--- config.mk ---
export PLATFORM = sky130hd
export DESIGN_NAME = data_bus_router
export DESIGN_NICKNAME = d
export VERILOG_FILES = /design/src/rtl/forte_soc_pkg.sv /design/src/rtl/data_bus_router.sv
export SDC_FILE = /design/constraint.sdc
export NUM_CORES = 1
export LEC_CHECK = 0
export CAP_MARGIN = 20
export CORE_AREA = 3 3 115 117
export DETAILED_ROUTE_END_ITERATION = 6
export DIE_AREA = 0 0 118 120
export PLACE_DENSITY = 0.67
export RECOVER_POWER = 25
export SYNTH_ARGS = -nofsm -noshare
export SYNTH_HDL_FRONTEND = slang
export SYNTH_SLANG_ARGS = --single-unit
--- constraint.sdc ---
create_clock -name clk_i -period 4.1 [get_ports clk_i]
set_input_delay 1.23 -clock clk_i [delete_from_list [all_inputs] [get_ports clk_i]]
set_output_delay 1.23 -clock clk_i [all_outputs]
set_load 0.01 [all_outputs]
--- src/rtl/forte_soc_pkg.sv ---
// -----------------------------------------------------------------------------
// forte_soc_pkg
//   Shared types and constants for the forte_soc data-bus fabric.
//   - bus_tgt_e            : destination of a core data-port transaction
//   - PERIPH_*_DEFAULT     : default peripheral/eFPGA MMIO window
//   - decode_tgt()         : address -> target decode (RAM wins on overlap)
// -----------------------------------------------------------------------------
package forte_soc_pkg;

  typedef enum logic [1:0] {
    TGT_RAM,
    TGT_PER,
    TGT_ERR
  } bus_tgt_e;

  localparam logic [31:0] PERIPH_BASE_DEFAULT = 32'h8000_0000;
  localparam logic [31:0] PERIPH_MASK_DEFAULT = 32'hFFFF_F000;

  // RAM occupies every address whose bits above the RAM window are zero.
  // RAM is tested first so it takes priority if the windows overlap.
  function automatic bus_tgt_e decode_tgt(
    input logic [31:0] addr,
    input int unsigned ram_addr_width,
    input logic [31:0] periph_base,
    input logic [31:0] periph_mask
  );
    if ((addr >> ram_addr_width) == 32'd0) begin
      return TGT_RAM;
    end else if ((addr & periph_mask) == periph_base) begin
      return TGT_PER;
    end else begin
      return TGT_ERR;
    end
  endfunction

endpackage : forte_soc_pkg

--- src/rtl/data_bus_router.sv ---
// -----------------------------------------------------------------------------
// data_bus_router
//   Routes the Ibex core data port (req/gnt/rvalid) to the shared RAM data
//   port or to the peripheral/eFPGA MMIO port. Unmapped addresses are
//   answered internally with a one-cycle error response. Responses return
//   strictly in request order: a new request only issues when the pipe is
//   empty or it goes to the same target as the transactions already in
//   flight, so a target switch waits for the previous target to drain.
//
// Ports
//   clk_i, rst_ni                  clock, synchronous active-low reset
//   m_*                            core side: req/gnt, addr/we/be/wdata,
//                                  rvalid/rdata/err response
//   ram_*                          RAM side: req/gnt, word-window address,
//                                  we/be/wdata pass-through, rvalid/rdata
//   per_*                          peripheral side: req/gnt, full address,
//                                  we/be/wdata pass-through, rvalid/rdata/err
//   outstanding_o                  granted-but-unanswered transaction count
//   proto_err_o                    sticky: slave response nobody asked for
// -----------------------------------------------------------------------------
module data_bus_router
  import forte_soc_pkg::*;
#(
  parameter int unsigned ADDR_WIDTH      = 12,
  parameter logic [31:0] PERIPH_BASE     = PERIPH_BASE_DEFAULT,
  parameter logic [31:0] PERIPH_MASK     = PERIPH_MASK_DEFAULT,
  parameter int unsigned MAX_OUTSTANDING = 2,
  localparam int unsigned CNT_W          = $clog2(MAX_OUTSTANDING + 1)
) (
  input  logic                  clk_i,
  input  logic                  rst_ni,

  input  logic                  m_req_i,
  output logic                  m_gnt_o,
  input  logic [31:0]           m_addr_i,
  input  logic                  m_we_i,
  input  logic [3:0]            m_be_i,
  input  logic [31:0]           m_wdata_i,
  output logic                  m_rvalid_o,
  output logic [31:0]           m_rdata_o,
  output logic                  m_err_o,

  output logic                  ram_req_o,
  input  logic                  ram_gnt_i,
  output logic [ADDR_WIDTH-1:0] ram_addr_o,
  output logic                  ram_we_o,
  output logic [3:0]            ram_be_o,
  output logic [31:0]           ram_wdata_o,
  input  logic                  ram_rvalid_i,
  input  logic [31:0]           ram_rdata_i,

  output logic                  per_req_o,
  input  logic                  per_gnt_i,
  output logic [31:0]           per_addr_o,
  output logic                  per_we_o,
  output logic [3:0]            per_be_o,
  output logic [31:0]           per_wdata_o,
  input  logic                  per_rvalid_i,
  input  logic [31:0]           per_rdata_i,
  input  logic                  per_err_i,

  output logic [CNT_W-1:0]      outstanding_o,
  output logic                  proto_err_o
);

  // ---------------------------------------------------------------------------
  // State
  // ---------------------------------------------------------------------------
  logic [CNT_W-1:0] r_count;        // granted, response not yet returned
  bus_tgt_e         r_tgt;          // target of the transactions in flight
  logic             r_err_pending;  // internal error response due this cycle
  logic             r_proto_err;

  // ---------------------------------------------------------------------------
  // Combinational decode / issue / response
  // ---------------------------------------------------------------------------
  bus_tgt_e    w_dec_tgt;
  logic        w_cnt_zero;
  logic        w_issue_ok;
  logic        w_ram_req;
  logic        w_per_req;
  logic        w_err_req;
  logic        w_grant;
  logic        w_sel_rvalid;
  logic [31:0] w_sel_rdata;
  logic        w_sel_err;
  logic        w_rsp;
  logic        w_spurious;

  // NOTE: every signal driven here gets a default at the top of the block, so
  // no path can leave one unassigned and infer a latch.
  always_comb begin
    w_dec_tgt    = decode_tgt(m_addr_i, ADDR_WIDTH, PERIPH_BASE, PERIPH_MASK);
    w_cnt_zero   = (r_count == '0);
    w_sel_rvalid = 1'b0;
    w_sel_rdata  = '0;
    w_sel_err    = 1'b0;

    // Holding reset low also blocks issue, so nothing leaks out during reset.
    w_issue_ok = rst_ni
              && (r_count < CNT_W'(MAX_OUTSTANDING))
              && (w_cnt_zero || (w_dec_tgt == r_tgt));

    w_ram_req = m_req_i && w_issue_ok && (w_dec_tgt == TGT_RAM);
    w_per_req = m_req_i && w_issue_ok && (w_dec_tgt == TGT_PER);
    w_err_req = m_req_i && w_issue_ok && (w_dec_tgt == TGT_ERR);

    // The internal error responder always accepts immediately.
    w_grant = (w_ram_req && ram_gnt_i) || (w_per_req && per_gnt_i) || w_err_req;

    unique case (r_tgt)
      TGT_RAM: begin
        w_sel_rvalid = ram_rvalid_i;
        w_sel_rdata  = ram_rdata_i;
      end
      TGT_PER: begin
        w_sel_rvalid = per_rvalid_i;
        w_sel_rdata  = per_rdata_i;
        w_sel_err    = per_err_i;
      end
      TGT_ERR: begin
        w_sel_rvalid = r_err_pending;
        w_sel_err    = 1'b1;
      end
      default: ;
    endcase

    // Only a response from the selected target with something in flight is
    // forwarded; anything else is dropped and flagged.
    w_rsp      = rst_ni && !w_cnt_zero && w_sel_rvalid;
    w_spurious = (ram_rvalid_i && (w_cnt_zero || (r_tgt != TGT_RAM)))
              || (per_rvalid_i && (w_cnt_zero || (r_tgt != TGT_PER)));
  end

  // ---------------------------------------------------------------------------
  // Sequential state
  // ---------------------------------------------------------------------------
  // NOTE: state is updated with non-blocking assignments only, so every
  // register samples the pre-edge values regardless of statement order.
  always_ff @(posedge clk_i) begin
    if (!rst_ni) begin
      r_count       <= '0;
      r_tgt         <= TGT_RAM;
      r_err_pending <= 1'b0;
      r_proto_err   <= 1'b0;
    end else begin
      if (w_grant) begin
        r_tgt <= w_dec_tgt;
      end
      r_err_pending <= w_err_req;

      unique case ({w_grant, w_rsp})
        2'b10:   r_count <= r_count + CNT_W'(1);
        2'b01:   r_count <= r_count - CNT_W'(1);
        default: r_count <= r_count;
      endcase

      if (w_spurious) begin
        r_proto_err <= 1'b1;
      end
    end
  end

  // ---------------------------------------------------------------------------
  // Outputs
  // ---------------------------------------------------------------------------
  assign m_gnt_o     = w_grant;
  assign m_rvalid_o  = w_rsp;
  assign m_rdata_o   = w_rsp ? w_sel_rdata : '0;
  assign m_err_o     = w_rsp && w_sel_err;

  assign ram_req_o   = w_ram_req;
  assign ram_addr_o  = m_addr_i[ADDR_WIDTH-1:0];
  assign ram_we_o    = m_we_i;
  assign ram_be_o    = m_be_i;
  assign ram_wdata_o = m_wdata_i;

  assign per_req_o   = w_per_req;
  assign per_addr_o  = m_addr_i;
  assign per_we_o    = m_we_i;
  assign per_be_o    = m_be_i;
  assign per_wdata_o = m_wdata_i;

  assign outstanding_o = r_count;
  assign proto_err_o   = r_proto_err;

endmodule : data_bus_router
## Yosys cells after proc, flatten, opt, wreduce, memory -nomap -nowiden

Cells that the tools add are included.

| storage, ports and cells | value |
|---|---|
| flip-flop bits (word level) | 6 |
| input port bits | 141 |
| output and inout bits | 158 |
| word-level logic and storage cells | 49 |

| operators by class | value |
|---|---|
| $add $sub $neg | 2 |
| magnitude comparators | 1 |
| equal/unequal tests | 9 |
| mux-type cells | 7 |
| reductions and logical operators | 26 |

Operator list:

| kind | count |
|---|---|
| 32-bit case mux with 2 select lines | 1 |
| 32-bit logical NOT | 1 |
| 32-bit 2-to-1 mux | 1 |
| 20-bit equality test (second input constant) | 1 |
| 1-bit logical AND | 13 |
| 2-bit by 1-bit equality test with 1-bit output (second input constant) | 3 |
| 2-bit equality test (second input constant) | 3 |
| 2-bit logical NOT | 3 |
| 1-bit logical OR | 6 |
| 2-bit 2-to-1 mux | 2 |
| 2-bit case mux with 2 select lines | 1 |
| 2-bit nonzero test | 2 |
| 1-bit case mux with 3 select lines | 1 |
| 2-bit by 1-bit adder with 2-bit output (second input constant) | 1 |
| 2-bit equality test | 1 |
| 2-bit less-than comparator (second input constant) | 1 |
| 2-bit by 1-bit != test with 1-bit output (second input constant) | 1 |
| 1-bit case mux with 2 select lines | 1 |
| 2-bit by 1-bit subtractor with 2-bit output (second input constant) | 1 |
| 1-bit logical NOT | 1 |

## Logic depth before layout (Yosys ltp)

| logic depth | value |
|---|---|
| depth after elaboration | 13 |
| mapped depth | 12 |
| mapped depth without buffers | 9 |

## Worst setup path after synthesis

OpenSTA, ideal clock, no wires.

| path | value |
|---|---|
| kind | input port to output port |
| from | in m_addr_i[22] |
| to | out m_gnt_o |
| data arrival time | 2439 ps |
| required time | 2870 ps |
| slack | 431 ps |
| stages | 4 |
| buffers on the path | 0 |
| path through | nor4_2 > nand3_1 > or4_4 > a31oi_1 |

| between the ends | value |
|---|---|
| longest elaborated chain between the ends | 11 |
| elaborated cells between the ends (all ways) | 18 |
| those cells by class | eq/ne: 4; mux: 2; reduce/logical: 12 |

RTL lines:

| what | RTL line | source |
|---|---|---|
| start, declared | data_bus_router.sv:35 | `input logic [31:0] m_addr_i,` |
| 20-bit equality test | forte_soc_pkg.sv:29 | `end else if ((addr & periph_mask) == periph_base) begin` |
| 2-bit 2-to-1 mux | forte_soc_pkg.sv:29 |  |
| 2-bit 2-to-1 mux * | forte_soc_pkg.sv:27 | `if ((addr >> ram_addr_width) == 32'd0) begin` |
| 2-bit equality test | data_bus_router.sv:102 | `&& (w_cnt_zero \|\| (w_dec_tgt == r_tgt));` |
| 1-bit logical OR | data_bus_router.sv:102 |  |
| 1-bit logical AND | data_bus_router.sv:102 |  |
| 1-bit logical AND | data_bus_router.sv:104, data_bus_router.sv:105, data_bus_router.sv:106 |  |
| 1-bit logical AND (on tied branches) | data_bus_router.sv:104, data_bus_router.sv:105 |  |
| 1-bit logical AND | data_bus_router.sv:109 | `w_grant = (w_ram_req && ram_gnt_i) \|\| (w_per_req && per_gnt_i) \|\| w_err_req;` |
| 1-bit logical OR | data_bus_router.sv:109 |  |
| 1-bit logical OR * | data_bus_router.sv:109 |  |
| end, declared | data_bus_router.sv:34 | `output logic m_gnt_o,` |

Mark *: on every way between the ends. The rest lies on a longest branch, timed or not.

## Worst setup path after layout

| path | value |
|---|---|
| from | in m_addr_i[20] |
| to | out m_gnt_o |

Same word-level chain as after synthesis.

==> summary.txt <==
Routing
  – Drt initial violations: 69
  – TritonRoute pass-1 iters: 4
  – Post-route antenna net violation count: 0
  – Vias per std cell: just over 4
  – Post-route DRC violation count: 0
  – WL per Instance: 17.8 um
  – Via count: approximately 2000
  – Detailed-route wire length: between 8000 and 9000 um

Timing
  – Final Cycle Share: 97.8%
  – TNS Setup: 0 ns
  – FMAX: 0.249 GHz
  – Min Tclk post-route: 4.01 ns
  – Least-Margin Pin Slew: ~0.49 ns
  – Final setup viols: 0
  – Worst Skew: about 0.00023 ns
  – RSZ-0062 raised after global routing: false
  – Hold Vio Cnt, Final: 0
  – Max-slew violations: 0
  – Hold Slack: roughly 0.55 ns
  – Max-slew headroom: 67.4%

Synth
  – Synthesized instance count: 264
  – Synthesized area: 0.00187 mm^2
  – Syn_nets: 410
  – Most frequent cell after synthesis: buf_4
  – Count of different cell masters after synthesis: 38
  – Commonest cells in the netlist: buf_4 (118), nor2_1 (37), a22oi_1 (32)
  – Top_reg_cell synth: dfxtp_1
  – Mapped Avg Cell Area: between 7 and 8 um^2
  – Ys async rst share: 0%
  – Top post-synthesis cells by area: buf_4 (47%), a22oi_1 (13%), nor2_1 (7.4%)
  – Synth warn: 0
  – Synth top area share: between 40% and 50%
  – Post-synth EDFFs: 0
  – Sequential area share after synthesis: 6.43%
  – Synth area leader: buf_4
  – Post-synthesis register bit count: 6

Critical path
  – Crit path arrival time: 2.78 ns
  – CP Cell Sequence: clkdlybuf4s15_1 > nor4_4 > nand3_2 > or4_4 > a31oi_4 > buf_6
  – Number of buffers and inverters on the critical path: 2
  – Startpoint type of the worst setup path: primary input
  – Critical Path Sink Type: primary output
  – Slowest cell delay on critical path: between 0.5 and 0.6 ns
  – Crit-path max FO: 2
  – WS Path Type: primary input to primary output
  – CP Data Required Time: 2.87 ns
  – Slowest-stage cell, CP: or4_4
  – CP top delay family: simple AND/OR/NAND/NOR gates

Power
  – LEAKAGE: 0.00141 uW
  – Switching pwr: around 190 uW
  – Sequential share of power: 14.4%
  – Combinational share of power: 57.3%
  – Int Power: 380 uW
  – Net Sw Frac: 33.1%
  – Clock share of power: 28.2%
  – Pwr Density: 189 mW/mm^2
  – Maximum vdd drop: 0.0958 mV

CTS
  – Post-cts hold buffer count: 0
  – CTS tree: built
  – Clk buf depth: 2
  – Worst skew pair latency: around 0.23 ns
  – CTS Root Cell: clkbuf_16
  – Cts bufs inserted: 3
  – Clock sink total: 6
  – H-tree lvl count: 1
  – Clock slew at reported path FFs: 0.03 ns

Global route
  – Initial antenna violation count: 3
  – First-pass GRT wire length: 12400 um
  – Largest net degree at the start of global routing: 35
  – Global route overflow: 0
  – Vias in the first global route: 2029
  – Global Route Usage Sum: between 10 and 15%

Floorplanning
  – Core area: between 0.01 and 0.015 mm^2
  – Die Span Y: around 120 um
  – Die area: 0.0142 mm^2
  – Initial core utilization: 15.0%
  – Row count: between 40 and 50
  – Ports: roughly 300
  – Die Width: roughly 120 um

Placement
  – Post-DP HPWL: 6920 um
  – Placer congestion estimate: around 0.85
  – Port bufs: 151

Finish
  – Util after Layout: 24.1%
  – Synthesis-to-layout area growth: 60.8%
  – Layout cells sized above 1: 22.3%
  – FILL cells: between 1000 and 1500
  – Nets@finish: 462

Run status
  – Status: completed

Worst hold path
  – HP Class: register to register

Flow run
  – MaxCap Viol Count: 0
[metrics by stage]
| step | instances | power [uW] | cell area [um^2] | setup slack [ns] |
|---|---|---|---|---|
| floorplan | 264 | 318 | 1870 | 0.431 |
| global placement | 475 | 382 | 2800 | -0.679 |
| detailed placement | 475 | 391 | 2800 | -0.685 |
| CTS | 483 | 576 | 2940 | -0.114 |
| global route | 486 | 603 | 3000 | 0.0197 |
| finish | 487 | 568 | 3000 | 0.0917 |
[repair_timing]
action                                  CTS  global route
pin swaps                                 8             9
setup buffers                             2             3
gates resized for setup                 115            31
gates cloned                              3             0
endpoints found under the setup margin   37            22
hold endpoints to repair                  0             0
[final timing paths]
path | from | end | slack [ns] | cells past startpoint
max | m_addr_i[20] | m_gnt_o | 0.09 | 6
min | proto_err_o | proto_err_o | 0.55 | 2
max reg2reg | r_tgt[1] | outstanding_o[1] | 1.29 | 10
min reg2reg | proto_err_o | proto_err_o | 0.55 | 2
[power groups by stage]
stage	Clock, uW	Sequential, uW	Combinational (uW)
floorplan	0	76.0	242
global placement	0	80.2	302
detailed placement	0	81.6	309
CTS	164	81.7	330
global route	166	84.3	354
finish	160	82.0	325
[placed cells by master, fill, tap and decap left out, drive strengths merged, types with 2 or more instances in the layout]
cell type,count
and2,3
ha,5
xnor2,2
nor4,4
clkbuf,8
inv,5
o21ai,6
nand2,5
nand4,2
a221oi,2
dlygate4sd3,2
and3,2
a22oi,32
dlymetal6s2s,17
dfxtp,6
a21oi,2
buf,46
clkdlybuf4s15,5
nand3,2
a211oi,2
nor2,37
a21boi,2
dlygate4sd2,13
clkdlybuf4s50,90
[flip-flops by register name, summed over array words and instances (netlist names)]
name and flops:
outstanding_o 2, proto_err_o 1, r_err_pending 1, r_tgt 2
[worst reg2reg max path, delay by kind of cell, from the launching register on]
family / cells / cell delay (ns)
AOI/OAI and AO/OA: 2 / 0.27
buffers and inverters: 4 / 0.48
and+or+nand+nor: 2 / 0.98
DFF: 1 / 0.50
adders and majority gates: 2 / 0.49
[cell type report]
type | count | area, um^2 | area share, %
antenna | 1 | 2.50 | 0.0833
clock buffer | 3 | 75.1 | 2.50
inverter | 5 | 18.8 | 0.625
multi-input combinational | 122 | 856 | 28.5
sequential | 6 | 120 | 4.00
tap | 172 | 215 | 7.16
timing repair buffer | 178 | 1720 | 57.1
[per-layer routing]
layer	GRT usage [%]	share of wire (%)	vias to the layer above
li1	-	-	887
met2	20.3	51	172
met5	0	0.24	-
met4	4.03	2.6	4
met1	9.55	30	871
met3	8.62	17	28
[cell families (layout without fill, tap and decap cells)]
kind of cell,count (synthesis),after routing,share of synthesized area (%)
buffers and inverters,136,186,51.8
AND/OR/NAND/NOR,62,62,16.8
AO/OA/AOI/OAI,52,52,20.2
flip-flops,6,6,6.43
adder cells (fa/ha/maj),5,5,3.35
XOR/XNOR,3,3,1.41
other,0,1,0
(Power assumes the default switching activity.)
